## src/rtl/host_rd_arbiter_if.sv

```systemverilog
// AR/R bundle shared by the two kernel read masters and the host read port.
// The master modport is the arbiter's view; slave is the surrounding fabric.
interface host_rd_arbiter_if #(
  parameter int ADDR_WIDTH = 64,
  parameter int DATA_WIDTH = 512,
  parameter int LEN_WIDTH  = 8
);
  logic                  s0_arvalid, s1_arvalid;
  logic                  s0_arready, s1_arready;
  logic [ADDR_WIDTH-1:0] s0_araddr,  s1_araddr;
  logic [LEN_WIDTH-1:0]  s0_arlen,   s1_arlen;
  logic [2:0]            s0_arsize,  s1_arsize;
  logic                  s0_rvalid,  s1_rvalid;
  logic                  s0_rready,  s1_rready;
  logic [DATA_WIDTH-1:0] s0_rdata,   s1_rdata;
  logic [1:0]            s0_rresp,   s1_rresp;
  logic                  s0_rlast,   s1_rlast;

  logic                  m_arvalid;
  logic                  m_arready;
  logic [ADDR_WIDTH-1:0] m_araddr;
  logic [LEN_WIDTH-1:0]  m_arlen;
  logic [2:0]            m_arsize;
  logic                  m_rvalid;
  logic                  m_rready;
  logic [DATA_WIDTH-1:0] m_rdata;
  logic [1:0]            m_rresp;
  logic                  m_rlast;

  modport master (
    input  s0_arvalid, s1_arvalid, s0_araddr, s1_araddr,
           s0_arlen, s1_arlen, s0_arsize, s1_arsize, s0_rready, s1_rready,
           m_arready, m_rvalid, m_rdata, m_rresp, m_rlast,
    output s0_arready, s1_arready, s0_rvalid, s1_rvalid,
           s0_rdata, s1_rdata, s0_rresp, s1_rresp, s0_rlast, s1_rlast,
           m_arvalid, m_araddr, m_arlen, m_arsize, m_rready
  );

  modport slave (
    output s0_arvalid, s1_arvalid, s0_araddr, s1_araddr,
           s0_arlen, s1_arlen, s0_arsize, s1_arsize, s0_rready, s1_rready,
           m_arready, m_rvalid, m_rdata, m_rresp, m_rlast,
    input  s0_arready, s1_arready, s0_rvalid, s1_rvalid,
           s0_rdata, s1_rdata, s0_rresp, s1_rresp, s0_rlast, s1_rlast,
           m_arvalid, m_araddr, m_arlen, m_arsize, m_rready
  );
endinterface

```

## src/rtl/host_rd_arbiter.sv

```systemverilog
// Two-to-one AXI4 read arbiter onto a single in-order, fixed-ID host read port.
// R beats are steered by a FIFO recording which requester owns each accepted burst.
module host_rd_arbiter #(
  parameter int ADDR_WIDTH      = 64,
  parameter int DATA_WIDTH      = 512,
  parameter int LEN_WIDTH       = 8,
  parameter int MAX_OUTSTANDING = 16
) (
  input  logic                               clk,
  input  logic                               reset_n,
  host_rd_arbiter_if.master                  bus,
  output logic [$clog2(MAX_OUTSTANDING):0]   outstanding
);

  localparam int PTR_W = $clog2(MAX_OUTSTANDING);
  localparam int CNT_W = PTR_W + 1;

  typedef enum logic {ST_IDLE, ST_HOLD} state_t;

  state_t                 state_q, state_d;
  logic                   rr_q, rr_d;
  logic [ADDR_WIDTH-1:0]  araddr_q, araddr_d;
  logic [LEN_WIDTH-1:0]   arlen_q, arlen_d;
  logic [2:0]             arsize_q, arsize_d;

  logic [MAX_OUTSTANDING-1:0] fifo_q;
  logic [PTR_W-1:0]           wr_ptr_q, rd_ptr_q;
  logic [CNT_W-1:0]           count_q, count_d;

  logic push, pop, grant_sel, can_grant, fifo_empty, head;

  always_ff @(posedge clk or negedge reset_n) begin
    if (!reset_n) begin
      state_q  <= ST_IDLE;
      rr_q     <= 1'b0;
      araddr_q <= '0;
      arlen_q  <= '0;
      arsize_q <= '0;
      fifo_q   <= '0;
      wr_ptr_q <= '0;
      rd_ptr_q <= '0;
      count_q  <= '0;
    end else begin
      state_q  <= state_d;
      rr_q     <= rr_d;
      araddr_q <= araddr_d;
      arlen_q  <= arlen_d;
      arsize_q <= arsize_d;
      count_q  <= count_d;
      if (push) begin
        fifo_q[wr_ptr_q] <= grant_sel;
        wr_ptr_q         <= wr_ptr_q + PTR_W'(1);
      end
      if (pop) rd_ptr_q <= rd_ptr_q + PTR_W'(1);
    end
  end

  // reset_n gates the grant so arready reads 0 while reset is held, not just after it
  assign can_grant = reset_n && (count_q != CNT_W'(MAX_OUTSTANDING));

  always_comb begin
    state_d        = state_q;
    rr_d           = rr_q;
    araddr_d       = araddr_q;
    arlen_d        = arlen_q;
    arsize_d       = arsize_q;
    push           = 1'b0;
    grant_sel      = 1'b0;
    bus.s0_arready = 1'b0;
    bus.s1_arready = 1'b0;
    bus.m_arvalid  = 1'b0;
    case (state_q)
      ST_IDLE: begin
        if (can_grant && (bus.s0_arvalid || bus.s1_arvalid)) begin
          if (rr_q) grant_sel = bus.s1_arvalid ? 1'b1 : 1'b0;
          else      grant_sel = bus.s0_arvalid ? 1'b0 : 1'b1;
          if (grant_sel) begin
            bus.s1_arready = 1'b1;
            araddr_d       = bus.s1_araddr;
            arlen_d        = bus.s1_arlen;
            arsize_d       = bus.s1_arsize;
          end else begin
            bus.s0_arready = 1'b1;
            araddr_d       = bus.s0_araddr;
            arlen_d        = bus.s0_arlen;
            arsize_d       = bus.s0_arsize;
          end
          push    = 1'b1;
          rr_d    = ~grant_sel;
          state_d = ST_HOLD;
        end
      end
      ST_HOLD: begin
        bus.m_arvalid = 1'b1;
        if (bus.m_arready) state_d = ST_IDLE;
      end
      default: state_d = ST_IDLE;
    endcase
  end

  assign bus.m_araddr = araddr_q;
  assign bus.m_arlen  = arlen_q;
  assign bus.m_arsize = arsize_q;

  assign fifo_empty = (count_q == '0);
  assign head       = fifo_q[rd_ptr_q];

  always_comb begin
    bus.s0_rvalid = 1'b0;
    bus.s1_rvalid = 1'b0;
    bus.m_rready  = 1'b0;
    if (!fifo_empty) begin
      if (head) begin
        bus.s1_rvalid = bus.m_rvalid;
        bus.m_rready  = bus.s1_rready;
      end else begin
        bus.s0_rvalid = bus.m_rvalid;
        bus.m_rready  = bus.s0_rready;
      end
    end
  end

  assign pop = bus.m_rvalid && bus.m_rready && bus.m_rlast;

  always_comb begin
    count_d = count_q;
    case ({push, pop})
      2'b10:   count_d = count_q + CNT_W'(1);
      2'b01:   count_d = count_q - CNT_W'(1);
      default: count_d = count_q;
    endcase
  end

  assign outstanding  = count_q;
  assign bus.s0_rdata = bus.m_rdata;
  assign bus.s1_rdata = bus.m_rdata;
  assign bus.s0_rresp = bus.m_rresp;
  assign bus.s1_rresp = bus.m_rresp;
  assign bus.s0_rlast = bus.m_rlast;
  assign bus.s1_rlast = bus.m_rlast;

  // Host returning data with nothing outstanding is a host protocol error
  a_no_orphan_r: assert property (@(posedge clk) disable iff (!reset_n)
                                  !(bus.m_rvalid && fifo_empty));

endmodule

```

## src/flat_wrapper.sv

```systemverilog
// flat-port wrapper written by rule: the top's interface ports become plain ports
module host_rd_arbiter_flat 
#(
  parameter int ADDR_WIDTH      = 64,
  parameter int DATA_WIDTH      = 512,
  parameter int LEN_WIDTH       = 8,
  parameter int MAX_OUTSTANDING = 16
)
  (clk, reset_n, outstanding, bus_s0_arvalid, bus_s1_arvalid, bus_s0_araddr, bus_s1_araddr, bus_s0_arlen, bus_s1_arlen, bus_s0_arsize, bus_s1_arsize, bus_s0_rready, bus_s1_rready, bus_m_arready, bus_m_rvalid, bus_m_rdata, bus_m_rresp, bus_m_rlast, bus_s0_arready, bus_s1_arready, bus_s0_rvalid, bus_s1_rvalid, bus_s0_rdata, bus_s1_rdata, bus_s0_rresp, bus_s1_rresp, bus_s0_rlast, bus_s1_rlast, bus_m_arvalid, bus_m_araddr, bus_m_arlen, bus_m_arsize, bus_m_rready);
  host_rd_arbiter_if #(.ADDR_WIDTH(ADDR_WIDTH), .DATA_WIDTH(DATA_WIDTH), .LEN_WIDTH(LEN_WIDTH)) bus_i ();
  input  logic clk;
  input  logic reset_n;
  output logic [$clog2(MAX_OUTSTANDING):0] outstanding;
  input wire logic [$bits(bus_i.s0_arvalid)-1:0] bus_s0_arvalid;
  input wire logic [$bits(bus_i.s1_arvalid)-1:0] bus_s1_arvalid;
  input wire logic [$bits(bus_i.s0_araddr)-1:0] bus_s0_araddr;
  input wire logic [$bits(bus_i.s1_araddr)-1:0] bus_s1_araddr;
  input wire logic [$bits(bus_i.s0_arlen)-1:0] bus_s0_arlen;
  input wire logic [$bits(bus_i.s1_arlen)-1:0] bus_s1_arlen;
  input wire logic [$bits(bus_i.s0_arsize)-1:0] bus_s0_arsize;
  input wire logic [$bits(bus_i.s1_arsize)-1:0] bus_s1_arsize;
  input wire logic [$bits(bus_i.s0_rready)-1:0] bus_s0_rready;
  input wire logic [$bits(bus_i.s1_rready)-1:0] bus_s1_rready;
  input wire logic [$bits(bus_i.m_arready)-1:0] bus_m_arready;
  input wire logic [$bits(bus_i.m_rvalid)-1:0] bus_m_rvalid;
  input wire logic [$bits(bus_i.m_rdata)-1:0] bus_m_rdata;
  input wire logic [$bits(bus_i.m_rresp)-1:0] bus_m_rresp;
  input wire logic [$bits(bus_i.m_rlast)-1:0] bus_m_rlast;
  output wire logic [$bits(bus_i.s0_arready)-1:0] bus_s0_arready;
  output wire logic [$bits(bus_i.s1_arready)-1:0] bus_s1_arready;
  output wire logic [$bits(bus_i.s0_rvalid)-1:0] bus_s0_rvalid;
  output wire logic [$bits(bus_i.s1_rvalid)-1:0] bus_s1_rvalid;
  output wire logic [$bits(bus_i.s0_rdata)-1:0] bus_s0_rdata;
  output wire logic [$bits(bus_i.s1_rdata)-1:0] bus_s1_rdata;
  output wire logic [$bits(bus_i.s0_rresp)-1:0] bus_s0_rresp;
  output wire logic [$bits(bus_i.s1_rresp)-1:0] bus_s1_rresp;
  output wire logic [$bits(bus_i.s0_rlast)-1:0] bus_s0_rlast;
  output wire logic [$bits(bus_i.s1_rlast)-1:0] bus_s1_rlast;
  output wire logic [$bits(bus_i.m_arvalid)-1:0] bus_m_arvalid;
  output wire logic [$bits(bus_i.m_araddr)-1:0] bus_m_araddr;
  output wire logic [$bits(bus_i.m_arlen)-1:0] bus_m_arlen;
  output wire logic [$bits(bus_i.m_arsize)-1:0] bus_m_arsize;
  output wire logic [$bits(bus_i.m_rready)-1:0] bus_m_rready;
  assign bus_i.s0_arvalid = bus_s0_arvalid;
  assign bus_i.s1_arvalid = bus_s1_arvalid;
  assign bus_i.s0_araddr = bus_s0_araddr;
  assign bus_i.s1_araddr = bus_s1_araddr;
  assign bus_i.s0_arlen = bus_s0_arlen;
  assign bus_i.s1_arlen = bus_s1_arlen;
  assign bus_i.s0_arsize = bus_s0_arsize;
  assign bus_i.s1_arsize = bus_s1_arsize;
  assign bus_i.s0_rready = bus_s0_rready;
  assign bus_i.s1_rready = bus_s1_rready;
  assign bus_i.m_arready = bus_m_arready;
  assign bus_i.m_rvalid = bus_m_rvalid;
  assign bus_i.m_rdata = bus_m_rdata;
  assign bus_i.m_rresp = bus_m_rresp;
  assign bus_i.m_rlast = bus_m_rlast;
  assign bus_s0_arready = bus_i.s0_arready;
  assign bus_s1_arready = bus_i.s1_arready;
  assign bus_s0_rvalid = bus_i.s0_rvalid;
  assign bus_s1_rvalid = bus_i.s1_rvalid;
  assign bus_s0_rdata = bus_i.s0_rdata;
  assign bus_s1_rdata = bus_i.s1_rdata;
  assign bus_s0_rresp = bus_i.s0_rresp;
  assign bus_s1_rresp = bus_i.s1_rresp;
  assign bus_s0_rlast = bus_i.s0_rlast;
  assign bus_s1_rlast = bus_i.s1_rlast;
  assign bus_m_arvalid = bus_i.m_arvalid;
  assign bus_m_araddr = bus_i.m_araddr;
  assign bus_m_arlen = bus_i.m_arlen;
  assign bus_m_arsize = bus_i.m_arsize;
  assign bus_m_rready = bus_i.m_rready;
  host_rd_arbiter #(.ADDR_WIDTH(ADDR_WIDTH), .DATA_WIDTH(DATA_WIDTH), .LEN_WIDTH(LEN_WIDTH), .MAX_OUTSTANDING(MAX_OUTSTANDING)) u_core (.clk(clk), .reset_n(reset_n), .bus(bus_i), .outstanding(outstanding));
endmodule
```

## config.mk

```make
export PLATFORM = sky130hd
export DESIGN_NAME = host_rd_arbiter_flat
export DESIGN_NICKNAME = d
export VERILOG_FILES = /design/src/rtl/host_rd_arbiter_if.sv /design/src/rtl/host_rd_arbiter.sv /design/src/flat_wrapper.sv
export SDC_FILE = /design/constraint.sdc
export NUM_CORES = 1
export LEC_CHECK = 0
export CAP_MARGIN = 5
export CORE_AREA = 2 2 702 704
export CTS_CLUSTER_DIAMETER = 120
export DETAILED_ROUTE_END_ITERATION = 8
export DIE_AREA = 0 0 704 706
export PLACE_DENSITY = 0.3
export SYNTH_ARGS = -nofsm -noshare
export SYNTH_HDL_FRONTEND = slang
export SYNTH_SLANG_ARGS = --single-unit
```

## constraint.sdc

```tcl
create_clock -name clk -period 4.27 [get_ports clk]
set_input_delay 0.854 -clock clk [delete_from_list [all_inputs] [get_ports clk]]
set_output_delay 0.854 -clock clk [all_outputs]
set_load 0.01 [all_outputs]
```

==> qor.json, run 1 <==
{
  "critical_path.endpoint_type": "primary output",
  "globalRouteTotalUtil_pct": 12.3,
  "cells_taking_the_most_area_after_synthesis": "buf_4 60%, dfrtp_1 21%, nand2_1 4.5%",
  "post_cts.repair.setup_buffers": 0,
  "placeableCoreArea_mm2": 0.489,
  "finalMaxSlewViolations": 0,
  "initial_core_util_pct": 2.63,
  "tritoncts_num_sinks": 106,
  "rows": 257,
  "routed_wl_met3_mm": 113,
  "grt_overflow_total": 0,
  "drt_wl_total_mm": 316,
  "rsz0062_at_grt": "false",
  "synth_async_sr_flop_share_pct": 100,
  "drt-pass1-iter-count": 6,
  "num-nets-final": 1477,
  "met2_length_mm": 132,
  "detailedRoute.firstIterationViolations": 612,
  "avgViaCountPerCell": 1.21,
  "grt_pass1_vias": 7940,
  "holdBufCountCts": 0,
  "syn2layout_area_growth_pct": 25.0,
  "route.vias.total": 8854,
  "critPathLaunchType": "flip-flop",
  "mappedNetlistArea_mm2": 0.0129,
  "worst_pin_slew_ps": 1070,
  "post-dp-hpwl_mm": 297,
  "dpl_cell_area_mm2": 0.0157,
  "timing.clock.skew_ps": 43.5,
  "synth_area_leader_cell": "buf_4",
  "synthesis.nets": 2284,
  "post_route_cells_drive_above_1_share_pct": 6.78,
  "netlist.area_leader.share_pct": 60.0,
  "final_design_area_no_fill_mm2": 0.0161,
  "synth.yosys.seq_area_share_pct": 20.6,
  "cts.root.buffer_cell": "clkbuf_16",
  "final_routed_wire_length_divided_by_cell_count_um": 43.4,
  "tritoncts": "built",
  "irDropWorstVdd_uv": 250,
  "chipHeight_um": 706,
  "dieArea_mm2": 0.497,
  "cts.repair.resized": 0,
  "gp_routability_congestion": 0.686,
  "power.static_leakage_nw": 3.41,
  "clk_path_buf_depth": 3,
  "max_freq_mhz": 259,
  "max-slew-margin-rel_pct": 28.6,
  "setup.worst_path.class": "flip-flop to primary output",
  "syn-instance-count": 1601,
  "io_buffer_count": 246,
  "postSynthRegisterBits": 106,
  "nFillCells": 58200,
  "boundaryPins": 1789,
  "worst-path-max-fanout": 6,
  "synth_edf_count": 0,
  "worst_setup_hold_path_clk_slew_ps": 130,
  "post-route-period-util_pct": 90.4,
  "finalHoldViolations": 0,
  "run_status": "finished, final reports clean",
  "ys_warn_count": 0,
  "top_layer_used": "met5",
  "syn-mean-instance-area_um2": 8.05,
  "critical_path.reg2reg.startpoint": "u_core.rd_ptr_q[2]",
  "synth_cell_types": 39,
  "cts.htree.levels": 3,
  "largest_net_degree_at_the_start_of_global_routing": 166,
  "timing.reg2reg.setup_slack_ps": 700,
  "dominantRegCellSynth": "dfrtp_1",
  "hold_path_class": "input pin to asynchronous set/reset pin",
  "power.density_cell_area_mw_per_mm2": 377,
  "post_layout_nonfiller_instances": 7290,
  "insertion_delay_ps": 550,
  "final-setup-viol-count": 0,
  "max-cap-violations": 0,
  "rr_endpoint": "u_core.outstanding[4]",
  "post-route-drc-count": 0,
  "period_needed_ps": 3860,
  "antenna_found_initial": 82,
  "global_route_wire_length_before_repair_mm": 341,
  "numCtsBuffers": 13,
  "met1_routed_length_mm": 60.6,
  "placed_cells": 7254,
  "floorplan.die.width_um": 704,
  "r2r.worst_path.cells": 12,
  "final_antenna_violating_net_count": 0,
  "setup_total_negative_slack_ps": 0,
  "cp_data_arrival_time_ps": 3010,
  "timing.critical_path.required_ps": 3420
}
[per-layer routing]
layer  vias to the layer above  global-route usage, %
met3                       315                   21.2
met4                        30                   2.55
met5                         -                   2.34
met1                      3573                   6.58
li1                       2397                      -
met2                      2539                   18.2
[area by class of cell]
type	instances	area (µm²)	share of cell area (%)
Antenna cell	19	47.5	0.295
Clock buffer	14	339	2.11
Clock inverter	3	43.8	0.272
Inverter	10	37.5	0.233
Multi-Input combinational cell	411	2320	14.4
Sequential cell	106	2650	16.5
Tap cell	6475	8100	50.3
Timing Repair Buffer	252	2570	15.9
[registers in the layout, summed over array words and instances (netlist names)]
name / count
u_core.bus.m_arlen: 8
u_core.bus.m_arsize: 3
u_core.rr_q: 1
u_core.outstanding: 5
u_core.fifo_q: 16
u_core.state_q: 1
u_core.rd_ptr_q: 4
u_core.wr_ptr_q: 4
u_core.bus.m_araddr: 64
[where the power goes]
part	total, W	internal [W]	switching (W)
Clock	0.00130	0.000636	0.000665
Sequential	0.00188	0.00149	0.000392
Combinational	0.00289	0.00140	0.00149
[worst max-delay path, stage by stage (launching register included)]
cell	delay (ps)
dfrtp_1	570
mux4_1	670
mux2i_4	190
mux2i_1	160
nor2_1	250
clkdlybuf4s50_1	610
[cells in the final DEF (no fill, tap or decap), types with 2 or more instances in the layout]
cell             instances
dfrtp_1                106
clkbuf_8                 2
xnor2_1                  5
diode_2                 19
o2111ai_1                4
xor2_1                   4
a31oi_1                 75
nor2_1                  83
mux2i_1                  5
mux2i_4                  2
nand2_1                156
inv_1                   10
nand3_1                 13
o21ai_0                  8
ha_1                     9
buf_12                   5
clkdlybuf4s50_1        242
clkbuf_16               13
nor2b_1                  4
a21oi_1                  2
mux2_2                  16
mux4_1                   2
nand4_1                  5
mux4_2                   2
buf_4                    4
[cell usage after synthesis (2+ instances only)]
| cell | count |
|---|---|
| nor2b_1 | 4 |
| o2111ai_1 | 4 |
| dfrtp_1 | 106 |
| nor2_1 | 83 |
| a31oi_1 | 75 |
| buf_1 | 5 |
| xor2_1 | 4 |
| buf_2 | 8 |
| nand2_1 | 156 |
| mux2_2 | 17 |
| nand4_1 | 5 |
| xnor2_1 | 5 |
| ha_1 | 9 |
| mux4_1 | 2 |
| o21ai_0 | 8 |
| buf_4 | 1030 |
| a21oi_1 | 2 |
| mux2i_1 | 6 |
| inv_1 | 10 |
| mux4_2 | 2 |
| nand3_1 | 13 |
| clkbuf_1 | 30 |
[per-stage QoR]
step                      worst slack [ps]  utilization [%]  hold WS, ps  power [W]
after global placement                 271             3.21          488    0.00485
after global routing                   240             3.29         97.7    0.00657
final                                  408             3.29          161    0.00607
after floorplan                       1230                -          470    0.00412
after CTS                              260             3.28         85.1    0.00631
after detailed placement               316             3.21          488    0.00487
[kinds of logic (layout without fill, tap and decap cells)]
family / count (synthesis) / count (layout) / share of synthesized area, %
multiplexers: 30 / 30 / 3.11
XOR/XNOR: 10 / 10 / 0.738
AND/OR/NAND/NOR: 268 / 268 / 8.28
adder cells (fa/ha/maj): 10 / 10 / 1.03
AO/OA/AOI/OAI: 93 / 93 / 4.55
other: 0 / 19 / 0
flip-flops: 106 / 106 / 20.6
buffers and inverters: 1084 / 279 / 61.7
[worst max-delay path by stage]
stage	start	to	cells past startpoint
floorplan	u_core.rd_ptr_q[2]	u_core.outstanding[4]	13
global placement	bus_m_rvalid	u_core.outstanding[4]	13
detailed placement	bus_m_rvalid	u_core.outstanding[4]	13
CTS	u_core.rd_ptr_q[2]	bus_s0_rvalid	5
global route	u_core.rd_ptr_q[2]	bus_s0_rvalid	5
finish	u_core.rd_ptr_q[2]	bus_s0_rvalid	5
Power figures use the tool's default switching activity.
==> inputs of run 2 (changes only) <==
SKIP_CTS_REPAIR_TIMING = 1   (was not set)
==> results of run 2 <==
Same layout as run 1: the final DEF is identical, and so are final timing and power.
==> variant, RTL diff (flow settings as in run 2) <==
Make the reset (`reset_n`) synchronous in one clocked block.
--- a/src/rtl/host_rd_arbiter.sv
+++ b/src/rtl/host_rd_arbiter.sv
@@ -29,7 +29,7 @@
 
   logic push, pop, grant_sel, can_grant, fifo_empty, head;
 
-  always_ff @(posedge clk or negedge reset_n) begin
+  always_ff @(posedge clk) begin
     if (!reset_n) begin
       state_q  <= ST_IDLE;
       rr_q     <= 1'b0;
Formal check against the unedited RTL: not equivalent (Yosys sat finds a counterexample within 4 cycles, from zero or initial values and one cycle with reset_n low; the reset may be asserted at any time).
==> variant against run 2 <==
Worst setup slack lost 210 ps. Final cell count rose by 0.22%. Sequential cell count stayed put. Design area is 0.93% lower. Wire length is 6.7% lower. Hold slack gained 330 ps. Synthesized area is 0.27% higher.
Power is not compared: it rests on default switching activity, and its combinational part moved more than twofold at a synthesized area within 25%.
==> variant: results (changes against run 2) <==
Logic synthesis
  • Top cell type by total area after synthesis: buf_4
  • Main synth FF type: dfxtp_1
  • Top cells by area, synth: buf_4 (60%), dfxtp_1 (16%), o211a_1 (5.8%), nand2_1 (4.7%), nand3_1 (3.5%)
  • Cells after Synth: 1,641 (+2.5%)
  • Ys async rst share: 0% (-100 points)
  • Post-synth cell types: 37 (-5.1%)
  • Sequential-to-total area share from yosys stat: 16.42% (-4.2 points)
  • Syn nets: 2,324 (+1.8%)
  • Post-synth top cells: buf_4 (1,030), nand2_1 (163), dfxtp_1 (106)

Setup path
  • CP Data Arrival Time: 3220 ps (+210 ps)
  • CP max stage delay: 920 ps (+250 ps)
  • Critical Path Slowest Stage Cell: clkdlybuf4s50_1
  • Delay-heaviest family, CP: buffers and inverters
  • Critical path peak fanout: 10 (+4)
  • CP startpoint: u_core.rd_ptr_q[0]$_SDFFE_PN0P_

Route
  • Initial drt markers: 742 (+21%)
  • Iteration count of the initial detailed-routing pass: 5 (-1)
  • Routed WL per cell: 40.40 µm (-6.9%)
  • Via count: 8,582 (-3.1%)

Global routing
  • Antenna violations before repair: 53 (-35%)
  • GRT Total Usage: 11.41% (-0.90 points)
  • Number of global-route vias before repair: 7,847 (-1.2%)
  • Largest net degree at the start of global routing: 108 (-35%)
  • First-pass GRT wire length: 317,500 µm (-6.8%)

Cells and area
  • Fraction of layout cells with a size suffix above 1: 5.187% (-1.6 points)
  • Number of fill cells: 58,156 (-0.048%)
  • Net count, final: 1,507 (+2.0%)

Worst hold path
  • Critical hold path startpoint: u_core.rd_ptr_q[3]$_SDFFE_PN0P_
  • HP Class: reg2reg

Placed design
  • Final Wtd Congestion: 0.7251 (+5.8%)
  • Hpwl dp: 278,200 µm (-6.4%)
  • Buffers on Ports: 246 (unchanged)
  • Dpl cell area: 15,660 µm² (-0.13%)

Run status
  • Outcome: complete, no violations

Timing
  • Final Skew: 13.45 ps (-30.02 ps)
  • Worst-Margin Slew: 797.1 ps (-273.8 ps)

CTS
  • Num CTS Buffers: 9 (-4)
  • Clock Tree Buf Depth: 2 (-1)
  • Worst-Skew Late Latency: 420 ps (-130 ps)
  • CTS root buffer: clkbuf_16
  • H-tree levels: 3 (unchanged)
  • Clock-pin slew on the worst setup and hold paths: 90 ps (-40 ps)

Power
  • Max VDD drop: 0.0002243 V
  • Leak: a little under 4 nW
variant: changes by cell type in the layout (fill, tap and decap cells not counted), moves of 16 or more:
cell / run 2 / this run
a31oi_1: 75 / 0
dfrtp_1: 106 / 0
dfxtp_1: 0 / 106
diode_2: 19 / 2
mux2_2: 16 / 0
mux2i_1: 5 / 29
nand3_1: 13 / 91
nor2_1: 83 / 8
nor2b_1: 4 / 21
o211a_1: 0 / 75
variant: worst paths after layout:
check	endpoint	slack (ps)	depth (start not counted)
hold / removal	u_core.rd_ptr_q[3]$_SDFFE_PN0P_	490	2
setup reg to reg	u_core.outstanding[4]$_SDFFE_PN0P_	710	11
hold reg to reg	u_core.rd_ptr_q[3]$_SDFFE_PN0P_	490	2
setup / recovery	bus_s0_rvalid	200	5
variant: final cells by class:
class,instances,area share [%]
multi-input cells,445,17.81
repair buffers,255,16.07
clock inverters,6,0.3529
well taps,6475,50.77
diodes,2,0.03137
flip-flops and latches,106,13.30
inverters,7,0.1647
clock buffers,10,1.498
variant: per-stage QoR:
step | utilization, % | setup WS, ps | total power [mW] | std cells
after floorplan | - | 1174 | 2.433 | 1641
after global placement | 3.201 | 434.8 | 1.949 | 7288
after detailed placement | 3.201 | 472.5 | 1.947 | 7288
after CTS | 3.261 | 16.36 | 2.966 | 7304
after global routing | 3.262 | 16.91 | 3.036 | 7305
final | 3.263 | 195.5 | 2.862 | 7306
variant: per-layer routing:
metal | vias to the layer above | wire [µm] | part of all wire (%) | GRT usage (%)
li1 | 2541 | - | - | -
met1 | 3515 | 57650 | 20 | 6.371
met2 | 2193 | 122100 | 41 | 16.71
met3 | 293 | 105000 | 36 | 19.25
met4 | 40 | 8734 | 3.0 | 2.716
met5 | - | 1619 | 0.55 | 2.249
variant: power by group:
group / internal [mW] / total [mW] / switching, mW
logic: 0.385 / 0.784 / 0.398
clock network: 0.427 / 0.958 / 0.531
registers: 1.07 / 1.12 / 0.0549
variant: kinds of logic (layout without fill, tap and decap cells):
family | after synthesis | in the layout | share of synthesized area, %
AOI/OAI and AO/OA | 92 | 92 | 6.884
xor gates and xnor gates | 7 | 7 | 0.4744
adders and majority gates | 10 | 10 | 1.026
buffers and inverters | 1090 | 278 | 61.78
DFF | 106 | 106 | 16.42
muxes | 34 | 34 | 2.934
other | 0 | 2 | 0
and+or+nand+nor | 302 | 302 | 10.48
variant: worst register-to-register path, stage by stage, from the launching register on:
cell      delay, ps
dfxtp_1         640
mux4_2          600
a22oi_4         240
nand2_4         120
mux2i_4         220
ha_1            300
fa_1            430
a21o_1          180
a21oi_1         210
xor2_1          100
or3_1           320
a21boi_1        140
